--- config.mk ---
export PLATFORM = sky130hd
export DESIGN_NAME = irq_controller
export DESIGN_NICKNAME = d
export VERILOG_FILES = /design/src/rtl/irq_controller_pkg.sv /design/src/rtl/irq_edge_sync.sv /design/src/rtl/irq_controller.sv
export SDC_FILE = /design/constraint.sdc
export NUM_CORES = 1
export LEC_CHECK = 0
export BUFFER_PORTS_ARGS = -buffer_cell sky130_fd_sc_hd__buf_2
export CORE_MARGIN = 2
export CORE_UTILIZATION = 30
export CTS_CLUSTER_DIAMETER = 200
export DETAILED_ROUTE_END_ITERATION = 10
export PLACE_DENSITY = 0.57
export SLEW_MARGIN = 20
export SYNTH_ARGS = -nofsm -noshare
export SYNTH_HDL_FRONTEND = slang
export SYNTH_SLANG_ARGS = --single-unit
export TNS_END_PERCENT = 30
--- constraint.sdc ---
create_clock -name clk -period 2.3 [get_ports clk]
set_input_delay 0.23 -clock clk [delete_from_list [all_inputs] [get_ports clk]]
set_output_delay 0.23 -clock clk [all_outputs]
set_load 0.02 [all_outputs]
--- src/rtl/irq_controller_pkg.sv ---
// Shared interrupt-controller definitions: FSM encoding, control-flow opcode
// constants and the safe-to-redirect opcode test used by the PC logic as well.
package irq_controller_pkg;

  typedef enum logic [1:0] {
    IDLE    = 2'd0,
    ARMED   = 2'd1,
    SERVICE = 2'd2
  } irq_state_t;

  localparam logic [11:0] OPC_RETIRQ = 12'b0011_1001_1000;
  localparam logic [6:0]  OPC_BRANCH = 7'b1100011;
  localparam logic [6:0]  OPC_JAL    = 7'b1101111;
  localparam logic [6:0]  OPC_JALR   = 7'b1100111;

  // An interrupt may only replace the next PC of a non-control-flow instruction.
  function automatic logic is_safe_opcode(input logic [11:0] opcode);
    logic ctrl_flow;
    ctrl_flow = (opcode[6:0] == OPC_BRANCH) || (opcode[6:0] == OPC_JAL) ||
                (opcode[6:0] == OPC_JALR);
    return !ctrl_flow && (opcode != OPC_RETIRQ);
  endfunction

endpackage

--- src/rtl/irq_edge_sync.sv ---
// Two-flop synchronizer for one asynchronous request line plus rising-edge
// detection on the synchronized value.
module irq_edge_sync (
  input  logic clk,
  input  logic rst,
  input  logic line,
  output logic rise
);

  logic       sync1;
  logic       sync2;
  logic       prev;
  logic [2:0] settle;

  always_ff @(posedge clk) begin
    if (!rst) begin
      sync1  <= 1'b0;
      sync2  <= 1'b0;
      prev   <= 1'b0;
      settle <= '0;
    end else begin
      sync1  <= line;
      sync2  <= sync1;
      prev   <= sync2;
      settle <= {settle[1:0], 1'b1};
    end
  end

  // Edges are ignored until prev holds a post-reset sample, so a line that is
  // already high when reset releases never looks like a new request.
  assign rise = sync2 & ~prev & settle[2];

endmodule

--- src/rtl/irq_controller.sv ---
// Single-level interrupt controller: latches request edges, arms the lowest
// enabled pending line and redirects the PC on the next safe retirement.
module irq_controller
  import irq_controller_pkg::*;
#(
  parameter int unsigned N_IRQ        = 8,
  parameter logic [31:0] VECTOR_BASE  = 32'h0000_0100,
  parameter int unsigned VECTOR_SHIFT = 4
) (
  input  logic             clk,
  input  logic             rst,
  input  logic [N_IRQ-1:0] irq_lines,
  input  logic [N_IRQ-1:0] irq_mask,
  input  logic             enable_pc,
  input  logic [31:0]      pc,
  input  logic [11:0]      opcode,
  output logic             irr,
  output logic [31:0]      irr_dest,
  output logic [31:0]      irr_ret,
  output logic [4:0]       irq_id,
  output logic             in_service
);

  irq_state_t       state;
  logic [N_IRQ-1:0] pending;
  logic [N_IRQ-1:0] rise;
  logic [N_IRQ-1:0] req;
  logic [N_IRQ-1:0] id_onehot;
  logic [N_IRQ-1:0] clr_vec;
  logic [4:0]       lowest_id;
  logic             id_enabled;
  logic             accept;

  irq_edge_sync u_sync [N_IRQ-1:0] (
    .clk  (clk),
    .rst  (rst),
    .line (irq_lines),
    .rise (rise)
  );

  assign req        = pending & irq_mask;
  assign id_onehot  = N_IRQ'(1) << irq_id;
  assign id_enabled = |(irq_mask & id_onehot);

  always_comb begin
    lowest_id = '0;
    for (int unsigned i = N_IRQ; i > 0; i--) begin
      if (req[i-1]) lowest_id = 5'(i - 1);
    end
  end

  // Masking the armed line mid-wait suppresses the redirect immediately.
  assign irr      = (state == ARMED) && id_enabled && is_safe_opcode(opcode);
  assign accept   = irr && enable_pc;
  assign clr_vec  = accept ? id_onehot : '0;
  assign irr_dest = VECTOR_BASE + (32'(irq_id) << VECTOR_SHIFT);

  always_ff @(posedge clk) begin
    if (!rst) begin
      state      <= IDLE;
      pending    <= '0;
      irr_ret    <= '0;
      irq_id     <= '0;
      in_service <= 1'b0;
    end else begin
      // A fresh edge in the clearing cycle keeps the line pending.
      pending <= (pending & ~clr_vec) | rise;
      case (state)
        IDLE: begin
          if (|req) begin
            state  <= ARMED;
            irq_id <= lowest_id;
          end
        end
        ARMED: begin
          if (!id_enabled) begin
            state <= IDLE;
          end else if (accept) begin
            state      <= SERVICE;
            irr_ret    <= pc + 32'd4;
            in_service <= 1'b1;
          end
        end
        SERVICE: begin
          if (enable_pc && (opcode == OPC_RETIRQ)) begin
            state      <= IDLE;
            in_service <= 1'b0;
          end
        end
        default: state <= IDLE;
      endcase
    end
  end

endmodule

## After elaboration in Yosys (flattened, before gate mapping)

Cells that the tools add are included.

| cells by class | value |
|---|---|
| add/subtract/negate cells | 2 |
| equality and inequality tests | 12 |
| shift-type cells | 1 |
| multiplexer cells | 26 |
| bitwise logic cells | 29 |
| reduce and logical (&&, ||, !) cells | 16 |

Operators with widths:

| cell | count |
|---|---|
| 32-bit by 3-bit adder with 32-bit output (second input constant) | 1 |
| 5-bit 2-to-1 mux | 6 |
| 8-bit bitwise AND | 3 |
| 7-bit == test (second input constant) | 3 |
| 1-bit bitwise AND | 16 |
| 8-bit OR reduction | 2 |
| 12-bit by 10-bit == test with 1-bit output (second input constant) | 1 |
| 12-bit by 10-bit inequality test with 1-bit output (second input constant) | 1 |
| 1-bit 2-to-1 mux | 11 |
| 9-bit by 9-bit adder with 10-bit output (first input constant) | 1 |
| 2-bit 2-to-1 mux | 4 |
| 8-bit 2-to-1 mux | 1 |
| 2-bit inequality test (second input constant) | 4 |
| 1-bit inverter | 8 |
| 8-bit inverter | 1 |
| 8-bit OR | 1 |
| 1-bit by 5-bit left shift with 8-bit output (first input constant) | 1 |
| 3-bit 2-to-1 mux | 2 |
| 2-bit one-hot mux with 3 select lines | 1 |
| 3-bit AND reduction | 2 |
| 1-bit logical AND | 5 |
| 4-bit AND reduction | 1 |
| 3-bit inequality test (second input constant) | 1 |
| 2-bit by 1-bit == test with 1-bit output (second input constant) | 1 |
| 7 further kinds | 8 |

| storage, ports and cells | value |
|---|---|
| bits in registers | 96 |
| input bits | 63 |
| output and inout bits | 71 |
| word-level logic and storage cells | 131 |

## Logic depth before layout (Yosys ltp)

Gate-level depths: netlist (run 1).

| logic depth | value |
|---|---|
| depth after elaboration | 11 |
| gate-level depth with buffers | 7 |
| depth with buffers taken out | 6 |

## Hierarchy

From an unflattened synthesis (run 1), not the netlist that was laid out.

| unflattened totals | value |
|---|---|
| cells, all modules | 425 |
| area, all modules | 4154.0 sq um |

Modules (own cells, without submodules):

| module | instances | cells an instance | area each (sq um) |
|---|---|---|---|
| irq_controller | 1 | 329 | 2872.8 |
| irq_edge_sync | 8 | 12 | 160.2 |

## Worst setup path after synthesis (run 1)

No wires, ideal clock.

| timing path | value |
|---|---|
| path type | reg-to-reg |
| from | reg irq_id[1] |
| to | reg irr_ret[10] |
| setup time | 72 ps |
| data arrival time | 1865 ps |
| data required time | 2228 ps |
| setup slack | 364 ps |
| stages on the path, launching flop included | 8 |
| path buffers | 2 |
| path through | dfxtp_1 -> buf_6 -> mux2_4 -> a22oi_4 -> nor2_2 -> o211ai_4 -> buf_8 -> mux2i_1 |

| between the ends | value |
|---|---|
| cells in the longest elaborated chain, start to end | 7 |

RTL lines:

| element | line | RTL |
|---|---|---|
| start: declaration | irq_controller.sv:20 | `output logic [4:0] irq_id,` |
| start signal: assignment | irq_controller.sv:72 | `irq_id <= lowest_id;` |
| 1-bit by 5-bit left shift with 8-bit output (*) | irq_controller.sv:42 | `assign id_onehot = N_IRQ'(1) << irq_id;` |
| 8-bit bitwise AND (*) | irq_controller.sv:43 | `assign id_enabled = \|(irq_mask & id_onehot);` |
| 8-bit OR reduction (*) | irq_controller.sv:43 |  |
| 1-bit logical AND (2 in a row) | irq_controller.sv:53 | `assign irr = (state == ARMED) && id_enabled && is_safe_opcode(opcode);` |
| 1-bit logical AND | irq_controller.sv:54 | `assign accept = irr && enable_pc;` |
| 3-bit AND reduction (no line) (*) | -- |  |
| end signal: assignment | irq_controller.sv:80 | `irr_ret <= pc + 32'd4;` |
| end: declaration | irq_controller.sv:19 | `output logic [31:0] irr_ret,` |

Mark *: on every way between the ends. The rest lies on a longest branch, timed or not.
A chain may end at the register's enable or synchronous reset.

## Worst setup path in the final report (run 1)

| timing path | value |
|---|---|
| from | reg irq_id[0] |
| to | out irr |

| between the ends | value |
|---|---|
| cells in the longest elaborated chain, start to end | 5 |

RTL lines:

| element | line | RTL |
|---|---|---|
| 1-bit by 5-bit left shift with 8-bit output | irq_controller.sv:42 |  |
| 8-bit bitwise AND | irq_controller.sv:43 |  |
| 8-bit OR reduction | irq_controller.sv:43 |  |
| 1-bit logical AND (2 in a row) | irq_controller.sv:53 |  |
| end: declaration | irq_controller.sv:17 | `output logic irr,` |

Every way passes these cells.

==> flow_results.org, run 1 <==
** GRT
- Number of antenna violations at the first check in global routing :: 0
- Via count of the first global-routing pass :: 3091
- Global routing consumed, over all layers together, 13.6% of the routing resources.
- After global routing, the most crowded layer is met2.
- Wire length of the first global-routing pass :: 15400 um
- GR Util met2 :: 20.7%
- Met1 usage in global routing :: 18.4%
- Met3 track utilization from global routing :: roughly 3.8%
- Entering global routing, the biggest net connects 48 pins.
- Remaining global-route overflow :: 0

** Clock tree
- CTS H-tree lvls :: 3
- Cts repair resizes :: 1
- No sink is reached through more buffers than the 2 on the longest clock path.
- The clock drives between 70 and 80 sinks.
- For this design, the CTS-stage hold fixing added 0 buffers.
- Clock tree synthesis selected as its root buffer the cell sky130_fd_sc_hd__clkbuf_16.
- TritonCTS clock tree :: done
- Clk pin slew, worst setup/hold paths :: roughly 0.060 ns
- Post-CTS setup buffer count :: 0
- Clock latency on the worst-skew pair, taken at its later pin, is 0.33 ns.
- Buffers inserted during clock tree synthesis total 9.

** Floorplan
- Area enclosed by the die boundary :: ~14000 um^2
- The floorplan step defined a core boundary enclosing 12600 um^2.
- The initial utilization of the core area, before any placement, comes to 30.8%.
- The die is 118 um tall.
- In this run the horizontal extent of the chip is 118 um.
- For this design the top-level I/O count stands at 134.
- After floorplanning, the core was divided into just over 40 placement rows.

** Timing
- Remaining max-slew budget at the tightest pin :: 61.8%
- The worst path uses 95.2% of the clock period.
- Final number of setup-violating endpoints :: 0
- Worst Skew :: about 0.0074 ns
- Slew at the pin closest to its max-slew limit :: 0.569 ns
- Setup TNS :: 0 ns
- Highest clock frequency the design can meet :: 457 MHz
- RSZ-0062 raised after global routing :: false
- The number of hold violations in the final report came to 0.
- Min Tclk post-route :: 2.19 ns
- Number of max-slew violations in the final report :: 0

** Cells and area
- 0 antenna diodes ended up in the layout.
- The finished layout holds 716 standard cells, fillers aside.
- Share of cells above drive strength 1 :: 25.6%
- Final net count :: 603
- Compared with the post-synthesis result, the final layout area differs by 23.0%.

** Detailed routing
- In the routed design, unresolved DRC markers number 0.
- Wire length per cell :: 13.3 um
- Sum of routed wire length over all layers :: 9510 um
- DRT Pass-1 Iters :: 4
- After the first detailed-routing iteration, the DRC count stood at 195.
- Dividing the detail-routed via count by the number of cells gives 4.64.
- DRT antenna net count :: 0
- The final route contains between 3000 and 4000 vias.

** Yosys
- Yosys mapped the design onto 57 distinct sky130hd cell types.
- Synthesized netlist cell count :: 440
- Mapped cell area :: 3890 um^2
- The synthesized design spends more area on one cell type than any other, namely sky130_fd_sc_hd__dfxtp_1.
- Sequential-to-total area share from yosys stat :: between 30% and 40%
- In this run the mean area of a mapped cell was 8.84 um^2.
- During synthesis, Yosys emitted a total of 0 warnings.
- List of most frequent post-synthesis cells :: sky130_fd_sc_hd__nand2_1 (76), sky130_fd_sc_hd__dfxtp_1 (73), sky130_fd_sc_hd__buf_4 (35)
- Of the post-synthesis cell area, the dominant cell type holds between 30% and 40%.
- Yosys mapped a number of flops with a built-in enable equal to 0.
- Predominant post-synthesis flop cell :: sky130_fd_sc_hd__dfxtp_1
- Yosys instantiated no cell more often than sky130_fd_sc_hd__nand2_1.
- After synthesis, the cell types taking the most area are sky130_fd_sc_hd__dfxtp_1 (38%), sky130_fd_sc_hd__nand2_1 (7.3%), sky130_fd_sc_hd__buf_4 (6.8%).
- Synth async-reset ratio :: 0%
- After synthesis the netlist holds a flip-flop and latch count of 73.

** Critical path
- The largest single stage delay on the critical path is 0.45 ns.
- Total buffers and inverters traversed by the critical path :: 1
- Arrival time reported for the critical path endpoint :: 1.96 ns
- The critical path starts at irq_id[0].
- The slowest stage of the critical path belongs to the cell sky130_fd_sc_hd__dfxtp_2.
- Along the worst path, the maximum fanout reaches 10.
- The critical path is of the reg -> out type.
- Data on the critical path is required at its endpoint by roughly 2.1 ns.
- Cell class contributing the biggest share of worst-path delay :: flip-flops
- Critical path, cell by cell :: mux2_1 -> nand3b_1 -> o21a_1 -> nand2_1 -> and4_1 -> buf_2
- In this run the critical register-to-register path is launched from irq_id[0].
- STA classifies the critical path startpoint as a flop.
- The worst setup path is captured at an output pin.

** Place
- After legalization and detailed placement, the total HPWL measured 7100 um.
- Counting tap cells, the placed design contains a total of 700 instances.
- Routability-driven placement finished with a final weighted congestion of 0.809.
- Count of buffers from port buffering :: 102

** Power and ir drop
- Of the total power, registers draw 39.8%.
- Summed over all cells, the static leakage comes to about 2.1 nW.
- Net switching fraction of the power :: 27.0%
- Power spread over the standard cell area amounts to 717 nW/um^2.
- Cell internal pwr :: roughly 2.5 mW
- The share of total power dissipated in combinational logic is 15.2%.
- Of the total power, the clock network draws between 40% and 50%.
- Summed over all nets, the switching power comes to 0.927 mW.
- Peak ir drop on the vdd network :: 357 uV

** Run status
- Outcome :: finished clean

** Hold path
- In this run the most critical hold path is launched from irq_lines[7].
- Hold/Removal Path Class :: in -> reg

** Run
- Number of violations of the max-capacitance limit :: 0
## per-stage QoR
step                total power [mW]  hold WS [ns]  util [%]  cell area, um^2  worst slack, ns
finish                          3.43         0.100      37.9             4780            0.110
global route                    3.58        0.0912      37.9             4780           0.0198
CTS                             3.47        0.0882      37.9             4780            0.100
detailed placement              1.91         0.419      35.3             4450            0.262
global placement                1.91         0.413      35.3             4450            0.417
floorplan                       1.78         0.258         -             4000            0.364
## power groups by stage
stage               Clock [mW]  Combinational [mW]  Sequential (mW)
floorplan                    0               0.371             1.40
global placement             0               0.518             1.39
detailed placement           0               0.524             1.39
CTS                       1.58               0.526             1.36
global route              1.64               0.572             1.37
finish                    1.54               0.522             1.36
## sequential cells by signal, indices dropped and copies added, names as in the netlist
name           flops
u_sync.sync2       8
irq_id             3
pending            8
in_service         1
irr_ret           32
u_sync.prev        8
state              2
u_sync.sync1       8
u_sync.settle      3
## layout make-up
class                           count  area, um^2
Timing Repair Buffer              113         606
Fill cell                        1316        7840
Clock buffer                       11         243
Clock inverter                      5        86.3
Inverter                            8        30.0
Sequential cell                    73        1460
Multi-Input combinational cell    334        2140
Tap cell                          172         215
## cells by family after synthesis
kind of cell	Yosys count	share of synthesized area, %
simple gates	183	25.4
flops	73	37.6
compound gates	70	14.3
buf+inv	62	10.2
xor+xnor	26	5.86
mux	23	6.08
other cells	2	0.193
fa+ha+maj	1	0.322
## placed cells by master, fill, tap and decap left out, drive strengths merged, types with 5 or more instances in the layout
cell type	Yosys	layout
buf	43	113
nand2	76	76
dfxtp	73	73
conb	2	31
and2	29	29
mux2i	21	21
xor2	18	18
nand3	15	15
o221ai	13	13
nand2b	12	12
a21o	12	12
clkbuf	11	11
nand4	10	10
inv	8	10
a31oi	8	8
xnor2	8	8
nand3b	7	7
o21ai	7	7
nor2	7	7
nor4	7	7
a22oi	7	7
and4	5	5
a21oi	5	5
## path summary, 6_finish.rpt
kind / cells past startpoint / endpoint / slack, ns
worst min-delay path: 2 / u_sync[7].sync1 / 0.10
worst max-delay path: 6 / irr / 0.11
worst max register to register: 6 / irr_ret[11] / 0.40
worst min register to register: 1 / u_sync[4].sync2 / 0.43
## layer usage
metal | routed length [um] | vias to the layer above
met5 | 0 | -
met4 | 104 | 0
met3 | 556 | 6
met2 | 4270 | 108
met1 | 4580 | 1524
li1 | - | 1683
Note: power is estimated with default switching activity, not from simulation.
==> inputs of run 2 (changes only) <==
CORE_MARGIN = 4   (was 2)
==> run 2 against run 1 <==
Effect of this change: register-to-register slack better by 0.02 ns; total power is 3.1% higher; die area is 6.9% higher; utilization hardly changed; cell count stayed put; critical path depth stayed put.
==> flow_results.org, run 2 (synthesized netlist as in run 1, its figures left out) <==
** Power and ir drop
- The leakage power is 2.14 nW (+0.52%).
- The cell area power density was 736 nW/um^2 (+2.7%).
- Peak ir drop on the vdd network :: 313 uV (-12%)
- The internal power consumption was 2.58 mW (+3.3%).
- NetSw :: 0.950 mW (+2.6%)
- Clk pwr share :: 46.5% (+1.5 points)
- The combinational power share was 15.0% (-0.2 points).
- The share of total power consumed by net switching is 26.9% (-0.15 points).
- The share of power burned in registers was 38.5% (-1.3 points).

** Clock tree
- The clock slew at the register clock pins of the worst setup and hold paths was 0.06 ns (about the same).
- The number of buffers between clock root and the deepest sink was 2 (unchanged).
- Clock sinks :: 73 (unchanged)
- Clock insertion delay at the later pin of the skew report :: 0.33 ns (about the same)
- CTS H-tree lvls :: 3 (unchanged)
- CTS placed an instance of sky130_fd_sc_hd__clkbuf_16 at the clock tree root.
- TritonCTS built the clock tree.
- CTS Hold Buffers Added :: 0 (unchanged)
- Total clock buffers created by CTS :: 9 (unchanged)
- Post-CTS setup buffer count :: 0 (unchanged)
- The number of resized instances in the post-cts repair step came to 1 (unchanged).

** Detailed routing
- Total via count after detailed routing :: 3352 (+0.93%)
- Drc violations :: 0 (unchanged)
- Via/cell ratio :: 4.68 (+0.93%)
- DRT Pass-1 Iters :: 4 (unchanged)
- First DRT Iteration DRCs :: 238 (+22%)
- The routed wire length per instance was 13.5 um (+2.0%).
- DRT antenna net count :: 0 (unchanged)
- Sum of routed wire length over all layers :: 9700 um (+2.0%)

** Cells and area
- The count of antenna diodes in the layout is 0 (unchanged).
- Final net count :: 603 (unchanged)
- Share of cells above drive strength 1 :: 25.9% (+0.37 points)
- The total of fill cells in the finished design came to 1352 (+2.7%).
- The top cell types in the final layout, fill and taps aside, are sky130_fd_sc_hd__buf_2 (102), sky130_fd_sc_hd__nand2_1 (76), sky130_fd_sc_hd__dfxtp_1 (72), sky130_fd_sc_hd__conb_1 (31), sky130_fd_sc_hd__and2_1 (29).
- The post-route cell area came to 4800 um^2 (+0.47%).
- Counting flops per register, the top entry is irr_ret.
- Area growth from synthesis to layout :: 23.6%
- The flip-flop count of the largest register after layout came to 32 (unchanged).
- Most frequent standard cell in the layout excluding fill and tap cells :: sky130_fd_sc_hd__buf_2

** Critical path
- The worst path arrival time came to 1.90 ns (-0.06 ns).
- By startpoint and endpoint, the worst setup path is classified as reg -> out.
- The required time of the critical path was 2.07 ns (about the same).
- The length in cells of the worst reg-to-reg path was 6 (unchanged).
- In this run the critical register-to-register path is launched from irq_id[0].
- STA classifies the critical path endpoint as an output pin.
- Reg2reg setup slack :: 0.42 ns (+0.02 ns)
- The worst setup path is launched from a flop.
- Crit-path max FO :: 10 (unchanged)
- The worst register-to-register path ends at irr_ret[7].

** Timing
- The share of the clock period used by the worst path was 92.7% (-2.6 points).
- Remaining max-slew budget at the tightest pin :: 60.8% (-1.0 points)
- The slew at the pin closest to its max-slew limit came to 0.587 ns (+0.0187 ns).
- Min Tclk post-route :: 2.13 ns (-0.0590 ns)
- The final count of pins violating max slew was 0 (unchanged).
- Highest clock frequency the design can meet :: 469 MHz (+2.8%)
- Final number of setup-violating endpoints :: 0 (unchanged)
- Setup repair after global routing left no endpoint under its margin.
- The setup TNS was 0 ns (unchanged).
- Number of hold violations in the final report :: 0 (unchanged)
- Worst Skew :: 0.00663 ns (-0.000735 ns)

** GRT
- Number of antenna violations at the first check in global routing :: 0 (unchanged)
- Remaining global-route overflow :: 0 (unchanged)
- The first-pass GRT wire length came to 15700 um (+1.7%).
- The overall routing resource usage was 13.3% (-0.39 points).
- Via count of the first global-routing pass :: 3168 (+2.5%)
- The largest net degree at the start of global routing is 40 (-17%).

** Place
- Count of buffers from port buffering :: 102 (unchanged)
- The HPWL reported at the end of detailed placement is 7480 um (+5.4%).
- The routability congestion estimate was 0.795 (-1.7%).
- DP Area :: 4450 um^2 (unchanged)

** Floorplan
- Starting utilization of the core area :: 30.7% (-0.12 points)
- Core box area :: 12700 um^2 (+0.41%)
- The floorplan die area came to 14800 um^2 (+6.9%).
- The total I/O pin count was 134 (unchanged).
- The die extent in y was 122 um (+3.4%).
- Chip width :: 122 um (+3.4%)
- The number of core rows came to 41 (unchanged).

** Hold path
- Capture endpoint of the worst hold path :: u_sync[7].sync1
- Worst min-delay path startpoint :: irq_lines[7]
- Worst hold path cell count :: 2 (unchanged)
- Hold/Removal Path Class :: in -> reg

** Run
- The max-cap check violation count was 0 (unchanged).

** Run status
- Outcome :: finished clean
==> run 2: cell count changes in the layout (fill, tap and decap cells not counted) <==
cell                        before  now
sky130_fd_sc_hd__o21a_2          0    1
sky130_fd_sc_hd__clkinv_4        1    2
sky130_fd_sc_hd__bufinv_16       2    3
sky130_fd_sc_hd__clkbuf_8        1    0
sky130_fd_sc_hd__o21a_1          1    0
sky130_fd_sc_hd__clkbuf_1        1    0
==> run 2: power by group through the flow <==
stage / clock network (mW) / registers [mW] / logic (mW)
after CTS: 1.69 / 1.36 / 0.530
after detailed placement: 0 / 1.39 / 0.528
final: 1.64 / 1.36 / 0.530
after global placement: 0 / 1.39 / 0.521
after floorplan: 0 / 1.40 / 0.371
after global routing: 1.74 / 1.37 / 0.587
==> run 2: worst max-delay path by stage <==
stage             endpoint      start  cells after the start
2_1_floorplan  irr_ret[10]  irq_id[1]                      7
3_3_place_gp           irr  irq_id[0]                      6
3_5_place_dp    irr_ret[7]  irq_id[0]                      6
4_1_cts                irr  irq_id[0]                      6
5_1_grt                irr  irq_id[0]                      6
6_report               irr  irq_id[0]                      6
==> run 2: area by class of cell <==
type	instances	area [um^2]	share of cell area, %
multi-input combinational	334	2140	44.5
sequential	73	1460	30.5
timing repair buffer	113	606	12.6
clock buffer	9	225	4.69
tap	172	215	4.48
clock inverter	7	125	2.60
inverter	8	30.0	0.625
==> run 2: critical path: stages (launching register included) <==
cell	delay, ns
sky130_fd_sc_hd__dfxtp_2	0.46
sky130_fd_sc_hd__mux2_1	0.35
sky130_fd_sc_hd__nand3b_1	0.12
sky130_fd_sc_hd__o21a_2	0.21
sky130_fd_sc_hd__nand2_1	0.10
sky130_fd_sc_hd__and4_1	0.16
sky130_fd_sc_hd__buf_2	0.16
==> run 2: metal layers <==
layer	GRT usage (%)	part of all wire, %	vias up	wire, um
met5	0	0	-	0
li1	-	-	1681	-
met1	17.9	47	1561	4570
met2	20.6	46	98	4430
met4	5.25	1.8	0	174
met3	2.92	5.4	12	522
==> run 2: metrics by stage <==
| stage | total power, mW | hold WS (ns) | instances | worst slack, ns | utilization, % |
|---|---|---|---|---|---|
| global route | 3.69 | 0.102 | 716 | 0.0471 | 37.9 |
| CTS | 3.58 | 0.0891 | 716 | 0.108 | 37.9 |
| detailed placement | 1.92 | 0.419 | 700 | 0.309 | 35.1 |
| floorplan | 1.78 | 0.258 | 469 | 0.364 | - |
| finish | 3.54 | 0.101 | 716 | 0.169 | 37.9 |
| global placement | 1.91 | 0.416 | 700 | 0.412 | 35.1 |
